`src/rtl/combat_pkg.sv`:
```
// -----------------------------------------------------------------------------
// combat_pkg
// Shared types and constants for the per-frame combat stage.
//   attack_state_t : per-player attack phase (IDLE, WINDUP, ACTIVE, RECOVER)
//   game_state_t   : match state (FIGHT, KO)
//   KEY_*          : USB keycodes for attack and guard keys
//   WIN_*          : Winner output encodings
//   box_t          : half-open rectangle [x0,x1) x [y0,y1) in 11-bit pixels
// Helpers build body/hit boxes and test strict rectangle intersection.
// -----------------------------------------------------------------------------
package combat_pkg;

    typedef enum logic [1:0] {
        IDLE    = 2'd0,
        WINDUP  = 2'd1,
        ACTIVE  = 2'd2,
        RECOVER = 2'd3
    } attack_state_t;

    typedef enum logic {
        FIGHT = 1'b0,
        KO    = 1'b1
    } game_state_t;

    localparam logic [7:0] KEY_P1_ATTACK = 8'h09;  // F
    localparam logic [7:0] KEY_P2_ATTACK = 8'h12;  // O
    localparam logic [7:0] KEY_P1_GUARD  = 8'h16;  // S
    localparam logic [7:0] KEY_P2_GUARD  = 8'h0e;  // K

    localparam logic [1:0] WIN_NONE = 2'b00;
    localparam logic [1:0] WIN_P1   = 2'b01;
    localparam logic [1:0] WIN_P2   = 2'b10;
    localparam logic [1:0] WIN_DRAW = 2'b11;

    // 11 bits holds a 10-bit position plus the largest box width and reach
    // without wrapping.
    localparam int COORD_W = 11;
    typedef logic [COORD_W-1:0] coord_t;

    typedef struct packed {
        coord_t x0;
        coord_t x1;
        coord_t y0;
        coord_t y1;
    } box_t;

    function automatic logic key_held(input logic [7:0] k0, input logic [7:0] k1,
                                      input logic [7:0] k2, input logic [7:0] k3,
                                      input logic [7:0] key);
        return (k0 == key) || (k1 == key) || (k2 == key) || (k3 == key);
    endfunction

    function automatic box_t make_body(input coord_t x, input coord_t y,
                                       input coord_t w, input coord_t h);
        box_t b;
        b.x0 = x;
        b.x1 = x + w;
        b.y0 = y;
        b.y1 = y + h;
        return b;
    endfunction

    // Hitbox extends REACH pixels out from the front edge. A left-facing
    // hitbox near the screen edge clamps at 0 instead of wrapping around.
    function automatic box_t make_hitbox(input coord_t x, input coord_t y,
                                         input coord_t w, input coord_t h,
                                         input coord_t reach, input logic faces_right);
        box_t b;
        if (faces_right) begin
            b.x0 = x + w;
            b.x1 = x + w + reach;
        end else begin
            b.x1 = x;
            b.x0 = (x >= reach) ? (x - reach) : '0;
        end
        b.y0 = y;
        b.y1 = y + h;
        return b;
    endfunction

    function automatic logic boxes_overlap(input box_t a, input box_t b);
        return (a.x0 < b.x1) && (b.x0 < a.x1) && (a.y0 < b.y1) && (b.y0 < a.y1);
    endfunction

    function automatic logic [7:0] sat_sub(input logic [7:0] h, input logic [7:0] d);
        return (h > d) ? (h - d) : 8'd0;
    endfunction

endpackage

```
`src/rtl/combat_engine_attack_fsm.sv`:
```
// -----------------------------------------------------------------------------
// attack_fsm
// One player's attack sequencer: IDLE -> WINDUP -> ACTIVE -> RECOVER -> IDLE.
// Ports:
//   frame_clk, Reset : frame clock, async active-high reset
//   key_present      : attack key is in one of the keycode slots this frame
//   fight_en         : match still running; low in KO
//   hit_set          : this player's attack landed on this edge
//   state            : registered attack phase
//   trigger          : rising edge of key presence, accepted only in FIGHT
//   hit_landed       : the current attack has already landed a hit
// Interface is frame-synchronous with no handshake: every input is sampled
// on each frame_clk edge and every output is valid for the whole frame.
// -----------------------------------------------------------------------------
module attack_fsm
    import combat_pkg::*;
#(
    parameter int WINDUP_FRAMES  = 4,
    parameter int ACTIVE_FRAMES  = 3,
    parameter int RECOVER_FRAMES = 8,
    parameter int CNT_W          = 8
) (
    input  logic          frame_clk,
    input  logic          Reset,
    input  logic          key_present,
    input  logic          fight_en,
    input  logic          hit_set,
    output attack_state_t state,
    output logic          trigger,
    output logic          hit_landed
);

    localparam logic [CNT_W-1:0] WINDUP_LOAD  = CNT_W'(WINDUP_FRAMES - 1);
    localparam logic [CNT_W-1:0] ACTIVE_LOAD  = CNT_W'(ACTIVE_FRAMES - 1);
    localparam logic [CNT_W-1:0] RECOVER_LOAD = CNT_W'(RECOVER_FRAMES - 1);

    attack_state_t    state_q, state_d;
    logic [CNT_W-1:0] cnt_q, cnt_d;
    logic             key_prev_q, key_prev_d;
    logic             hit_landed_q, hit_landed_d;

    // Only a fresh press starts an attack; holding the key never re-fires.
    assign trigger = key_present && !key_prev_q && fight_en;

    always_comb begin
        key_prev_d   = key_present;
        state_d      = state_q;
        cnt_d        = cnt_q;
        hit_landed_d = hit_landed_q || hit_set;

        if (state_q == IDLE) begin
            // Triggers arriving outside IDLE are simply dropped.
            if (trigger) begin
                state_d      = WINDUP;
                cnt_d        = WINDUP_LOAD;
                hit_landed_d = 1'b0;
            end
        end else if (cnt_q != '0) begin
            cnt_d = cnt_q - 1'b1;
        end else if (!fight_en) begin
            // After KO the current phase runs out, then the player rests.
            state_d = IDLE;
        end else begin
            case (state_q)
                WINDUP: begin
                    state_d = ACTIVE;
                    cnt_d   = ACTIVE_LOAD;
                end
                ACTIVE: begin
                    state_d = RECOVER;
                    cnt_d   = RECOVER_LOAD;
                end
                default: begin
                    state_d = IDLE;
                end
            endcase
        end
    end

    always_ff @(posedge frame_clk or posedge Reset) begin
        if (Reset) begin
            state_q      <= IDLE;
            cnt_q        <= '0;
            key_prev_q   <= 1'b0;
            hit_landed_q <= 1'b0;
        end else begin
            state_q      <= state_d;
            cnt_q        <= cnt_d;
            key_prev_q   <= key_prev_d;
            hit_landed_q <= hit_landed_d;
        end
    end

    assign state      = state_q;
    assign hit_landed = hit_landed_q;

endmodule

```
`src/rtl/combat_engine.sv`:
```
// -----------------------------------------------------------------------------
// combat_engine
// Per-frame combat stage: two attack sequencers, hitbox-vs-body overlap,
// saturating health with post-hit invulnerability, and a latched KO result.
// Ports:
//   frame_clk, Reset            : frame clock, async active-high reset
//   keycode_0..keycode_3        : current USB keycodes (0x00 = empty slot)
//   Player1X/Y, Player2X/Y      : body top-left positions
//   P1_Health, P2_Health        : current health
//   P1_Attacking, P2_Attacking  : player's attack phase is not IDLE
//   P1_Hit, P2_Hit              : one-frame pulse, that player took damage
//   Game_Over                   : KO latched
//   Winner                      : 00 none, 01 P1, 10 P2, 11 draw
//   dbg_state                   : {game, p2_trig, p1_trig, p2_state, p1_state}
// Build option: define COMBAT_BLOCK_EN to halve damage taken by a defender
// holding their guard key (P1 0x16, P2 0x0e) while facing the attacker.
// Interface is frame-synchronous with no handshake: inputs are sampled on
// each frame_clk edge and outputs hold for the whole following frame.
// -----------------------------------------------------------------------------
module combat_engine
    import combat_pkg::*;
#(
    parameter int HEALTH_MAX     = 100,
    parameter int DAMAGE         = 10,
    parameter int WINDUP_FRAMES  = 4,
    parameter int ACTIVE_FRAMES  = 3,
    parameter int RECOVER_FRAMES = 8,
    parameter int REACH          = 40,
    parameter int INVULN_FRAMES  = 16,
    parameter int P1_W           = 120,
    parameter int P1_H           = 180,
    parameter int P2_W           = 140,
    parameter int P2_H           = 240
) (
    input  logic       frame_clk,
    input  logic       Reset,
    input  logic [7:0] keycode_0,
    input  logic [7:0] keycode_1,
    input  logic [7:0] keycode_2,
    input  logic [7:0] keycode_3,
    input  logic [9:0] Player1X,
    input  logic [9:0] Player1Y,
    input  logic [9:0] Player2X,
    input  logic [9:0] Player2Y,
    output logic [7:0] P1_Health,
    output logic [7:0] P2_Health,
    output logic       P1_Attacking,
    output logic       P2_Attacking,
    output logic       P1_Hit,
    output logic       P2_Hit,
    output logic       Game_Over,
    output logic [1:0] Winner,
    output logic [6:0] dbg_state
);

    localparam logic [7:0] HEALTH_INIT = 8'(HEALTH_MAX);
    localparam logic [7:0] DMG_FULL    = 8'(DAMAGE);
    localparam logic [7:0] INV_LOAD    = 8'(INVULN_FRAMES);
    localparam coord_t     P1_W_C      = coord_t'(P1_W);
    localparam coord_t     P1_H_C      = coord_t'(P1_H);
    localparam coord_t     P2_W_C      = coord_t'(P2_W);
    localparam coord_t     P2_H_C      = coord_t'(P2_H);
    localparam coord_t     REACH_C     = coord_t'(REACH);

    game_state_t   game_q, game_d;
    logic [1:0]    winner_q, winner_d;
    logic [7:0]    p1_health_q, p1_health_d;
    logic [7:0]    p2_health_q, p2_health_d;
    logic [7:0]    p1_invuln_q, p1_invuln_d;
    logic [7:0]    p2_invuln_q, p2_invuln_d;
    logic          p1_hit_q, p1_hit_d;
    logic          p2_hit_q, p2_hit_d;

    logic          fight;
    logic          p1_atk_key, p2_atk_key;
    attack_state_t p1_state, p2_state;
    logic          p1_trig, p2_trig;
    logic          p1_hit_landed, p2_hit_landed;
    logic          p1_lands, p2_lands;   // pN's attack connects this edge
    logic [7:0]    dmg_to_p1, dmg_to_p2;

    coord_t        p1_x, p1_y, p2_x, p2_y;
    logic          p1_faces_right;
    box_t          p1_body, p2_body, p1_hitbox, p2_hitbox;
    logic          p1_reach, p2_reach;

    assign fight      = (game_q == FIGHT);
    assign p1_atk_key = key_held(keycode_0, keycode_1, keycode_2, keycode_3, KEY_P1_ATTACK);
    assign p2_atk_key = key_held(keycode_0, keycode_1, keycode_2, keycode_3, KEY_P2_ATTACK);

    attack_fsm #(
        .WINDUP_FRAMES (WINDUP_FRAMES),
        .ACTIVE_FRAMES (ACTIVE_FRAMES),
        .RECOVER_FRAMES(RECOVER_FRAMES)
    ) u_p1_fsm (
        .frame_clk  (frame_clk),
        .Reset      (Reset),
        .key_present(p1_atk_key),
        .fight_en   (fight),
        .hit_set    (p1_lands),
        .state      (p1_state),
        .trigger    (p1_trig),
        .hit_landed (p1_hit_landed)
    );

    attack_fsm #(
        .WINDUP_FRAMES (WINDUP_FRAMES),
        .ACTIVE_FRAMES (ACTIVE_FRAMES),
        .RECOVER_FRAMES(RECOVER_FRAMES)
    ) u_p2_fsm (
        .frame_clk  (frame_clk),
        .Reset      (Reset),
        .key_present(p2_atk_key),
        .fight_en   (fight),
        .hit_set    (p2_lands),
        .state      (p2_state),
        .trigger    (p2_trig),
        .hit_landed (p2_hit_landed)
    );

    // Geometry uses the live positions from the movement stage, so the
    // hitbox follows a player who moves during ACTIVE.
    assign p1_x = {1'b0, Player1X};
    assign p1_y = {1'b0, Player1Y};
    assign p2_x = {1'b0, Player2X};
    assign p2_y = {1'b0, Player2Y};

    // The players always face each other; a tie in X counts as P1 on the left.
    assign p1_faces_right = (Player1X <= Player2X);

    assign p1_body   = make_body(p1_x, p1_y, P1_W_C, P1_H_C);
    assign p2_body   = make_body(p2_x, p2_y, P2_W_C, P2_H_C);
    assign p1_hitbox = make_hitbox(p1_x, p1_y, P1_W_C, P1_H_C, REACH_C, p1_faces_right);
    assign p2_hitbox = make_hitbox(p2_x, p2_y, P2_W_C, P2_H_C, REACH_C, !p1_faces_right);
    assign p1_reach  = boxes_overlap(p1_hitbox, p2_body);
    assign p2_reach  = boxes_overlap(p2_hitbox, p1_body);

    assign p1_lands = fight && (p1_state == ACTIVE) && p1_reach && !p1_hit_landed
                      && (p2_invuln_q == 8'd0);
    assign p2_lands = fight && (p2_state == ACTIVE) && p2_reach && !p2_hit_landed
                      && (p1_invuln_q == 8'd0);

`ifdef COMBAT_BLOCK_EN
    localparam logic [7:0] DMG_HALF = 8'(DAMAGE >> 1);
    // Because the players always face each other, a held guard key is
    // always pointed at the attacker.
    assign dmg_to_p1 = key_held(keycode_0, keycode_1, keycode_2, keycode_3, KEY_P1_GUARD)
                       ? DMG_HALF : DMG_FULL;
    assign dmg_to_p2 = key_held(keycode_0, keycode_1, keycode_2, keycode_3, KEY_P2_GUARD)
                       ? DMG_HALF : DMG_FULL;
`else
    assign dmg_to_p1 = DMG_FULL;
    assign dmg_to_p2 = DMG_FULL;
`endif

    always_comb begin
        p1_health_d = p1_health_q;
        p2_health_d = p2_health_q;
        p1_invuln_d = (p1_invuln_q != 8'd0) ? (p1_invuln_q - 8'd1) : 8'd0;
        p2_invuln_d = (p2_invuln_q != 8'd0) ? (p2_invuln_q - 8'd1) : 8'd0;
        p1_hit_d    = p2_lands;
        p2_hit_d    = p1_lands;
        game_d      = game_q;
        winner_d    = winner_q;

        // Both directions are evaluated independently so simultaneous hits
        // apply on the same edge.
        if (p1_lands) begin
            p2_health_d = sat_sub(p2_health_q, dmg_to_p2);
            p2_invuln_d = INV_LOAD;
        end
        if (p2_lands) begin
            p1_health_d = sat_sub(p1_health_q, dmg_to_p1);
            p1_invuln_d = INV_LOAD;
        end

        // KO looks at the registered health, so it follows one edge after
        // a health register reaches 0 and can still catch a draw.
        if (fight && (p1_health_q == 8'd0 || p2_health_q == 8'd0)) begin
            game_d = KO;
            if (p1_health_q == 8'd0 && p2_health_q == 8'd0) begin
                winner_d = WIN_DRAW;
            end else if (p2_health_q == 8'd0) begin
                winner_d = WIN_P1;
            end else begin
                winner_d = WIN_P2;
            end
        end
    end

    always_ff @(posedge frame_clk or posedge Reset) begin
        if (Reset) begin
            game_q      <= FIGHT;
            winner_q    <= WIN_NONE;
            p1_health_q <= HEALTH_INIT;
            p2_health_q <= HEALTH_INIT;
            p1_invuln_q <= 8'd0;
            p2_invuln_q <= 8'd0;
            p1_hit_q    <= 1'b0;
            p2_hit_q    <= 1'b0;
        end else begin
            game_q      <= game_d;
            winner_q    <= winner_d;
            p1_health_q <= p1_health_d;
            p2_health_q <= p2_health_d;
            p1_invuln_q <= p1_invuln_d;
            p2_invuln_q <= p2_invuln_d;
            p1_hit_q    <= p1_hit_d;
            p2_hit_q    <= p2_hit_d;
        end
    end

    assign P1_Health    = p1_health_q;
    assign P2_Health    = p2_health_q;
    assign P1_Attacking = (p1_state != IDLE);
    assign P2_Attacking = (p2_state != IDLE);
    assign P1_Hit       = p1_hit_q;
    assign P2_Hit       = p2_hit_q;
    assign Game_Over    = (game_q == KO);
    assign Winner       = winner_q;
    assign dbg_state    = {game_q, p2_trig, p1_trig, p2_state, p1_state};

endmodule

```
`config.mk`:
```
export PLATFORM = sky130hd
export DESIGN_NAME = combat_engine
export DESIGN_NICKNAME = d
export VERILOG_FILES = /design/src/rtl/combat_pkg.sv /design/src/rtl/combat_engine_attack_fsm.sv /design/src/rtl/combat_engine.sv
export SDC_FILE = /design/constraint.sdc
export NUM_CORES = 1
export LEC_CHECK = 0
export ABC_AREA = 1
export BUFFER_PORTS_ARGS = -buffer_cell sky130_fd_sc_hd__buf_2
export CAP_MARGIN = 0
export CELL_PAD_IN_SITES_DETAIL_PLACEMENT = 1
export CELL_PAD_IN_SITES_GLOBAL_PLACEMENT = 2
export CORE_MARGIN = 2
export CORE_UTILIZATION = 33
export CTS_BUF_LIST = sky130_fd_sc_hd__clkbuf_8
export DETAILED_ROUTE_END_ITERATION = 7
export PLACE_DENSITY = 0.84
export REMOVE_ABC_BUFFERS = 1
export SLEW_MARGIN = 30
export SYNTH_ARGS = -nofsm -noshare
export SYNTH_HDL_FRONTEND = slang
export SYNTH_SLANG_ARGS = --single-unit
```
`constraint.sdc`:
```
create_clock -name frame_clk -period 2.35 [get_ports frame_clk]
set_input_delay 0.47 -clock frame_clk [delete_from_list [all_inputs] [get_ports frame_clk]]
set_output_delay 0.47 -clock frame_clk [all_outputs]
set_load 0.1 [all_outputs]
```
==> results of run 1 <==
worst min-delay path, delay by kind of cell:
family / cells / cell delay [ns]
buffers and inverters: 3 / 0.45
routing by layer:
metal	up-vias	GRT usage, %
met1	3500	27.7
met5	-	0
met2	109	36.6
met3	17	3.04
li1	3735	-
met4	0	3.14
state kept, by name, summed over array words and instances, names as in the netlist:
name and cells:
Game_Over 1, P1_Health 7, P1_Hit 1, P2_Health 7, P2_Hit 1, Winner 2, p1_invuln_q 8, p2_invuln_q 8
u_p1_fsm.cnt_q 8, u_p1_fsm.hit_landed 1, u_p1_fsm.key_prev_q 1, u_p1_fsm.state 2, u_p2_fsm.cnt_q 8, u_p2_fsm.hit_landed 1, u_p2_fsm.key_prev_q 1, u_p2_fsm.state 2
per-stage QoR:
stage               instance area [µm²]  utilization (%)  setup slack [ns]
finish                             9400             48.1            -0.916
global route                       9400             48.1             -1.07
CTS                                8910             45.6            -0.739
detailed placement                 8500             43.5             -1.44
global placement                   8500             43.5             -1.38
floorplan                          6480                -             -1.42
where the power goes:
| group | switching (W) | internal (W) | total (W) | leakage, nW |
|---|---|---|---|---|
| clock network | 0.000450 | 0.000485 | 0.000935 | 0.0950 |
| logic | 0.000830 | 0.000668 | 0.00150 | 4.25 |
| registers | 0.00000627 | 0.00103 | 0.00103 | 0.705 |
Yosys cell counts (6+ instances only):
cell / count
nand2_1: 206
inv_1: 171
nor2_1: 106
ha_1: 91
a21oi_1: 64
nand3_1: 60
dfrtp_1: 53
o21ai_0: 51
nand4_1: 26
nor3_1: 24
xor2_1: 14
a31oi_1: 8
nand2_2: 8
or2_2: 7
dfstp_2: 6
nand3_2: 6
nor2_2: 6
o211ai_1: 6
logic make-up after synthesis:
| kind of cell | Yosys count |
|---|---|
| other | 1 |
| AND/OR/NAND/NOR | 479 |
| flip-flops | 59 |
| XOR/XNOR | 19 |
| AO/OA/AOI/OAI | 147 |
| multiplexers | 1 |
| buffers and inverters | 194 |
| adder cells (fa/ha/maj) | 91 |
area by class of cell:
type / instances / area (µm²)
sequential: 59 / 1480
multi-input combinational: 739 / 4750
timing repair buffer: 262 / 1930
clock buffer: 9 / 124
timing repair inverter: 1 / 6.26
fill: 2571 / 10100
clock inverter: 7 / 68.8
tap: 265 / 332
inverter: 176 / 698
worst max path at each step:
stage                           start            to  slack (ns)  cells past startpoint
final                     Player1X[4]  P1_Health[5]       -0.92                     28
after global routing      Player2X[7]  P1_Health[5]       -1.07                     27
after CTS                 Player2X[6]  P1_Health[5]       -0.74                     25
after detailed placement  Player1X[4]  P1_Health[5]       -1.44                     29
after global placement    Player1X[4]  P1_Health[5]       -1.38                     29
after floorplan           Player1X[3]  P1_Health[1]       -1.42                     24
what timing repair did:
| action | CTS | global route |
|---|---|---|
| resized for setup | 49 | 104 |
| pin swaps | 16 | 37 |
| cloned | 1 | 3 |
| endpoints found under the hold margin | 0 | 0 |
| endpoints found under the setup margin | 20 | 21 |
| buffers inserted | 3 | 7 |
==> flow_summary.yaml, run 1 <==
status:
  status: "complete, but fails checks"
  violations: "negative setup slack"
die:
  die_w_um: 145
  coreArea_um2: 19500
  ios: 104
  rows: 51
  die_h_um: 145
  start_util_pct: 33.8
  die_area_um2: 21200
timing:
  drv_slew: 0
  worst_slack_ns: -0.916
  fin_worst_hold_slack_ns: 0.175
  clock_skew_ns: 0.0102
  hold_viol: 0
  min_period_over_period_pct: 139
  clock.fmax_mhz: 306
  period_needed_ns: 3.27
  fin_setup_tns_ns: -16.81
  setup_viol: 20
  rsz0062_at_grt: "true"
detailed_routing:
  wirelength_um: 22700
  vias_per_cell: 4.85
  drtPass1Iterations: 4
  dr_wl_met2_um: 11000
  wl_per_cell_um: 14.9
  wl_met1_um: 10700
  drtIter0Drc: 199
  vias: 7361
  topRoutingLayerUsed: "met4"
  met3_length_um: 731
  drc: 0
  postRouteAntennaNets: 0
worst_setup_path:
  cp.arrival_ns: 3.56
  crit_buf_inv: 6
  critPathLaunchType: "input pin"
  cp_top_family: "simple AND/OR/NAND/NOR gates"
  crit_path_end_kind: "flop"
  r2r_slack_ns: 0.14
  r2r_end: "P1_Health[5]"
  reg2regPathDepth: 13
  worst_path_most_repeated_cell: "nand2_1"
  worst_ep_required_time_ns: 2.64
  r2r-start: "p1_invuln_q[0]"
  path_max_fanout: 6
  slowest_delay_ns: 0.31
  slowest_stage: "ha_1"
  setup.worst_path.class: "input pin to flop"
finish:
  synthToLayoutAreaGrowth_pct: 42.3
  finalNonFillerCells: 1518
  layout.nets: 1413
  drive_gt1_share_pct: 32.2
  layout_commonest_cell: "nand2_1"
  diodes: 0
  final_cell_mix: "188 x nand2_1, 157 x inv_1, 150 x buf_4"
logic_synthesis:
  yosysSeqAreaShare_pct: 22.5
  async_reset_ff_share_pct: 100
  synthDistinctLibCells: 48
  syn-mean-instance-area_um2: 6.67
  synth_mux_area_share_pct: 0.152
  synthAdderAreaFrac_pct: 17.2
  synth_top_family_by_area: "simple AND/OR/NAND/NOR gates"
  ys_seq_elements: 59
  synthCells: 991
  synthesis.area_um2: 6610
  yosysTopAreaCell: "dfrtp_1"
  synth_warnings: 0
  yosys.area_share.xor_xnor_pct: 2.52
  synth_edf_count: 0
  ys_top_cells_by_area: "dfrtp_1 20%, ha_1 17%, nand2_1 12%"
  synthFlopType: "dfrtp_1"
  netlist.area_leader.share_pct: 20.1
  synth-compound-area-share_pct: 12.2
  synthSimpleGateAreaFrac_pct: 33.4
hold_path:
  hold_class: "input pin to async pin"
power_and_ir_drop:
  vdd_drop_max_mv: 0.254
  cellLeakagePower_nw: 5.05
  p_per_area_nw_per_um2: 369
  total_power_w: 0.00347
cts:
  cts_hold_buffers: 0
  cts_root_buf: "clkbuf_8"
  htree_levels: 3
  numCtsBuffers: 9
  clk_pin_slew_worst_paths_ns: 0.07
  insertion_delay_ns: 0.35
  clockBufferDepth: 2
  cts_tree: "yes"
  clock-sinks: 59
global_routing:
  grt_pass1_vias: 7798
  grt_start_max_net_pins: 60
  grt_pass1_wl_um: 36900
  grtUsageTotal_pct: 20.8
  antenna_found_initial: 0
  grt_overflow_total: 0
placement:
  dp.cells: 1488
  port_buffers: 101
  hpwl_um: 17600
  gp_congestion: 0.831
job:
  maxCapViolCount: 0
Note: power is estimated with default switching activity, not from simulation.
==> inputs of run 2 (changes only) <==
--- a/config.mk
+++ b/config.mk
@@ -19,4 +19,5 @@
 export SLEW_MARGIN = 30
 export SYNTH_ARGS = -nofsm -noshare
 export SYNTH_HDL_FRONTEND = slang
+export SYNTH_HIERARCHICAL = 1
 export SYNTH_SLANG_ARGS = --single-unit
==> run 2 against run 1 <==
The run still ends with negative setup slack left. Non-clock buffer count is 15 higher. Sequential share of layout area is 0.67 points lower. Largest power group unchanged. Critical path type unchanged. Fmax is 2.9% higher. Synthesized area is 2.3% higher. Worst hold slack worse by 0.012 ns. Critical endpoint is now P1_Health[3].
==> flow_summary.yaml, run 2 <==
status:
  status: "complete, but fails checks"
  violations: "negative setup slack"
timing:
  rsz0062_at_grt: "true"
  period_needed_ns: 3.17
  setup_viol: 20
  min_period_over_period_pct: 135
  slew_headroom_pct: 64.0
  clock_skew_ns: 0.00631
  worst_slack_ns: -0.824
  drv_slew: 0
  clock.fmax_mhz: 315
  worst_pin_slew_ns: 0.540
  hold_viol: 0
global_routing:
  grt_overflow_total: 0
  grtUsageTotal_pct: 22.1
  grt_pass1_wl_um: 38900
  antenna_found_initial: 0
  grt_start_max_net_pins: 36
  grt_pass1_vias: 8053
worst_setup_path:
  worst_ep_required_time_ns: 2.65
  r2r_end: "p2_invuln_q[4]"
  r2r-start: "p2_invuln_q[0]"
  crit_path_end_kind: "flop"
  setup.worst_path.class: "input pin to flop"
  reg2regPathDepth: 12
  path_max_fanout: 11
  r2r_slack_ns: 0.30
  cp.arrival_ns: 3.48
  critPathLaunchType: "input pin"
logic_synthesis:
  synthDistinctLibCells: 46
  synth.most_common_cell: "nand2_1"
  netlist.area_leader.share_pct: 19.6
  syn-mean-instance-area_um2: 6.70
  synth.top_cells.by_count: "252 x nand2_1, 150 x inv_1, 96 x nand3_1, 91 x ha_1, 81 x nor2_1"
  synth_edf_count: 0
  ys_top_cells_by_area: "dfrtp_1 20%, ha_1 17%, nand2_1 14%"
  synthesis.area_um2: 6760
  ys_seq_elements: 59
  synth_warnings: 6
  synthFlopType: "dfrtp_1"
  yosysSeqAreaShare_pct: 22.0
  async_reset_ff_share_pct: 100
  synthCells: 1009
  yosysTopAreaCell: "dfrtp_1"
cts:
  htree_levels: 3
  numCtsBuffers: 9
  insertion_delay_ns: 0.36
  cts_root_buf: "clkbuf_8"
  cts_tree: "yes"
  cts_hold_buffers: 0
  clockBufferDepth: 2
  clock-sinks: 59
  clk_pin_slew_worst_paths_ns: 0.07
detailed_routing:
  vias_per_cell: 4.95
  drtPass1Iterations: 4
  wl_per_cell_um: 15.9
  drc: 0
  postRouteAntennaNets: 0
  vias: 7738
  wirelength_um: 24900
  drtIter0Drc: 319
finish:
  final_core_util_pct: 48.7
  diodes: 0
  seq_area_um2: 1480
  multi_input_area_um2: 5090
  layout_commonest_cell: "nand2_1"
  layout.nets: 1454
  final_cell_mix: "225 x nand2_1, 163 x buf_4, 133 x inv_1"
  fillCellCount: 2638
  drive_gt1_share_pct: 36.6
  synthToLayoutAreaGrowth_pct: 45.2
  finalInstanceArea_um2: 9810
power_and_ir_drop:
  cellLeakagePower_nw: 5.37
  vdd_drop_max_mv: 0.278
  p_per_area_nw_per_um2: 353
die:
  die_area_um2: 21600
  coreArea_um2: 20200
  start_util_pct: 33.5
  rows: 52
  die_h_um: 147
  die_w_um: 147
  ios: 104
placement:
  dpl_cell_area_um2: 8730
  hpwl_um: 18400
  port_buffers: 101
  gp_congestion: 0.884
hold_path:
  hold_class: "input pin to async pin"
job:
  maxCapViolCount: 0
run 2: worst max-delay path by stage:
stage                startpoint  depth (start not counted)                 to
global placement    Player2X[9]                         25       P1_Health[3]
global route        Player2X[4]                         22       P1_Health[3]
finish              Player2X[4]                         22       P1_Health[3]
detailed placement  Player2X[9]                         25       P1_Health[4]
floorplan             Game_Over                          6  u_p1_fsm/cnt_q[0]
CTS                 Player2X[7]                         26       P1_Health[4]
run 2: cells by family after synthesis:
group	share of synthesized area, %
flops	22.0
xor+xnor	4.00
other cells	0.0555
fa+ha+maj	16.8
buf+inv	10.4
compound gates	10.1
simple gates	36.7
run 2: layout make-up:
| type | instances | area share (%) |
|---|---|---|
| timing repair buffer | 277 | 20.8 |
| sequential | 59 | 15.1 |
| multi-input combinational | 772 | 51.9 |
| inverter | 170 | 6.76 |
| tap | 270 | 3.44 |
| clock buffer | 10 | 1.40 |
| clock inverter | 6 | 0.663 |
run 2: repair_timing:
action	CTS	global route
setup buffers	13	9
cloned	1	1
resized for setup	106	66
setup endpoints to repair	22	22
pin swaps	50	44
run 2: critical path, stage by stage:
cell and delay (ns):
buf_6 0.08, inv_2 0.04, ha_4 0.26, nand2_4 0.06
nor2_4 0.16, nand3_2 0.14, nand3_2 0.13, nand2_4 0.10
buf_6 0.15, buf_8 0.14, o22ai_1 0.19, ha_1 0.27
nand2_1 0.06, inv_1 0.05, o21ai_0 0.23, a21oi_1 0.14
nor3_2 0.22, nand2_2 0.09, nor2_4 0.15, buf_6 0.16
nand3_1 0.08, nand2_1 0.08
run 2: report_power, final:
part	switching, W	internal, W
Clock	0.000445	0.000517
Combinational	0.000806	0.000676
Sequential	0.00000387	0.00102
Total	0.00125	0.00221
run 2: metal layers:
layer | share of wire (%) | track usage [%] | vias to the layer above
li1 | - | - | 3818
met1 | 43 | 26.9 | 3693
met2 | 50 | 40.1 | 186
met3 | 4.6 | 4.01 | 41
met4 | 2.4 | 5.48 | 0
met5 | 0 | 0 | -
run 2: metrics by stage:
stage / TNS (ns) / instances / hold WS (ns) / worst slack, ns / power (W)
floorplan: -54.15 / 999 / 0.335 / -1.52 / 0.00167
global placement: -20.28 / 1524 / 0.412 / -1.10 / 0.00221
detailed placement: -22.45 / 1524 / 0.418 / -1.19 / 0.00225
CTS: -9.74 / 1554 / 0.169 / -0.533 / 0.00336
global route: -18.15 / 1564 / 0.193 / -0.975 / 0.00371
finish: -15.08 / 1564 / 0.164 / -0.824 / 0.00347
==> inputs of run 3 (changes only) <==
--- a/config.mk
+++ b/config.mk
@@ -14,7 +14,7 @@
 export CORE_UTILIZATION = 33
 export CTS_BUF_LIST = sky130_fd_sc_hd__clkbuf_8
 export DETAILED_ROUTE_END_ITERATION = 7
-export PLACE_DENSITY = 0.84
+export PLACE_DENSITY_LB_ADDON = 0.1
 export REMOVE_ABC_BUFFERS = 1
 export SLEW_MARGIN = 30
 export SYNTH_ARGS = -nofsm -noshare
==> constraint.sdc (replaced) <==
create_clock -name frame_clk -period 3.2 [get_ports frame_clk]
set_input_delay 0.64 -clock frame_clk [delete_from_list [all_inputs] [get_ports frame_clk]]
set_output_delay 0.64 -clock frame_clk [all_outputs]
set_load 0.1 [all_outputs]
==> run 3 against run 2 <==
The run now ends clean. Clock-buffer cell count is the same. Die area did not move. Worst hold slack improved by 0.17 ns. Sequential power down 26%. Critical path depth rose by 6. First-iteration DRC count decreased by 49%. Cell count shrank 3.1%. Sequential cell count stayed put. Clock skew grew 0.0066 ns. Total power shrank 28%. Utilization decreased by 2.8 points. Register-to-register slack better by 0.84 ns. Critical endpoint is now P2_Health[1]. Largest power group unchanged. Highest routed layer unchanged.
==> flow_summary.yaml, run 3 (synthesis gave the netlist of run 2 again) <==
timing:
  setup_viol: 0
  drv_slew: 0
  worst_slack_ns: 0.000341
  clock_skew_ns: 0.0129
  fin_worst_hold_slack_ns: 0.338
  rsz0062_at_grt: "true"
  worst_pin_slew_ns: 0.552
  min_period_over_period_pct: 100
  clock.fmax_mhz: 313
  period_needed_ns: 3.20
  hold_viol: 0
  slew_headroom_pct: 62.8
power_and_ir_drop:
  cellLeakagePower_nw: 5.12
  vdd_drop_max_mv: 0.170
  total_power_w: 0.00250
  sequentialPowerShare_pct: 30.2
  power.switching_w: 0.000851
  switching_share_pct: 34.1
  intPower_w: 0.00165
  clkPwrFrac_pct: 30.9
  pwr-share-comb_pct: 38.9
  p_per_area_nw_per_um2: 270
finish:
  finalNonFillerCells: 1515
  synthToLayoutAreaGrowth_pct: 36.9
  layout_commonest_cell: "nand2_1"
  diodes: 0
  layout.nets: 1405
  drive_gt1_share_pct: 31.4
  finalInstanceArea_um2: 9250
  final_cell_mix: "238 x nand2_1, 140 x inv_1, 116 x buf_4"
detailed_routing:
  postRouteAntennaNets: 0
  drc: 0
  drtIter0Drc: 164
  vias_per_cell: 4.80
  wl_per_cell_um: 14.4
  vias: 7276
  wirelength_um: 21900
  drtPass1Iterations: 4
placement:
  gp_congestion: 0.840
  hpwl_um: 17700
  port_buffers: 101
  dpl_cell_area_um2: 8430
  dp.cells: 1484
  place_ws_ns: -0.625
die:
  start_util_pct: 33.5
  die_h_um: 147
  ios: 104
  die_w_um: 147
  rows: 52
  die_area_um2: 21600
  coreArea_um2: 20200
worst_setup_path:
  worst_ep_required_time_ns: 3.49
  path_max_fanout: 7
  setup.worst_path.class: "input pin to flop"
  slowest_delay_ns: 0.30
  r2r-start: "Game_Over"
  crit_path_end_kind: "flop"
  r2r_end: "P2_Health[1]"
  cp_top_family: "simple AND/OR/NAND/NOR gates"
  reg2regPathDepth: 10
  worst_path_most_repeated_cell: "nand2_1"
  cp.arrival_ns: 3.49
  slowest_stage: "ha_1"
  crit_buf_inv: 5
  r2r_slack_ns: 1.14
  critPathLaunchType: "input pin"
cts:
  numCtsBuffers: 9
  insertion_delay_ns: 0.34
  cts_root_buf: "clkbuf_8"
  cts_tree: "yes"
  htree_levels: 3
  cts_hold_buffers: 0
  clock-sinks: 59
  clk_pin_slew_worst_paths_ns: 0.08
  clockBufferDepth: 2
hold_path:
  hold_class: "input pin to async pin"
global_routing:
  grt_start_max_net_pins: 36
  grtUsageTotal_pct: 20.1
  grt_overflow_total: 0
  antenna_found_initial: 0
  grt_pass1_wl_um: 35700
  grt_pass1_vias: 7407
job:
  maxCapViolCount: 0
status:
  status: "finished clean"
==> run 3: changes by cell type in the layout (fill, tap and decap cells not counted), moves of 4 or more <==
cell,before,now
buf_4,163,116
nand2_1,225,238
nand2_2,39,26
buf_2,83,90
inv_1,133,140
nand3_1,86,91
buf_6,22,18
buf_8,6,2
ha_1,74,78
nand3_2,14,10
o21ai_1,6,10
==> run 3: final cells by class <==
cell class                 instances  area (µm²)
clock inverter                     6        81.3
clock buffer                      10         138
multi-input combinational        772        4960
timing repair buffer             228        1590
sequential                        59        1480
fill                            2656       10900
inverter                         170         653
tap                              270         338
==> run 3: metal layers <==
metal	up-vias	part of all wire [%]	global-route usage (%)
li1	3733	-	-
met1	3425	46	25.8
met2	101	50	36.3
met3	17	2.9	2.20
met4	0	1.2	4.33
met5	-	0	0
==> run 3: worst max-delay path by stage <==
stage	endpoint	slack (ns)	cells past startpoint	startpoint
finish	P2_Health[1]	0.0003	28	Player2X[2]
global route	P2_Health[3]	-0.23	28	Player2X[2]
CTS	u_p2_fsm/hit_landed	-0.03	28	Player2X[3]
detailed placement	u_p2_fsm/hit_landed	-0.62	26	Player2X[9]
global placement	u_p2_fsm/hit_landed	-0.50	25	Player1X[9]
floorplan	u_p1_fsm/cnt_q[0]	-0.67	6	Game_Over
==> run 3: power by group through the flow <==
stage | sequential [W] | combinational [W] | clock [W]
after floorplan | 0.000765 | 0.000464 | 0
after global placement | 0.000767 | 0.000831 | 0
after detailed placement | 0.000767 | 0.000847 | 0
after CTS | 0.000753 | 0.000883 | 0.000794
after global routing | 0.000753 | 0.00109 | 0.000829
final | 0.000753 | 0.000971 | 0.000773
==> run 3: repair_timing <==
item / 4_1_cts / 5_1_grt
gates resized for setup: 27 / 94
endpoints found under the setup margin: 20 / 20
pin swaps: 5 / 49
gates cloned: 1 / 1
setup buffers: 3 / 10
==> run 3: through the flow <==
step / utilization (%) / setup TNS (ns)
finish: 45.9 / 0
global route: 45.9 / -3.48
CTS: 43.6 / -0.0533
detailed placement: 41.8 / -11.02
global placement: 41.8 / -8.96
floorplan: - / -21.85
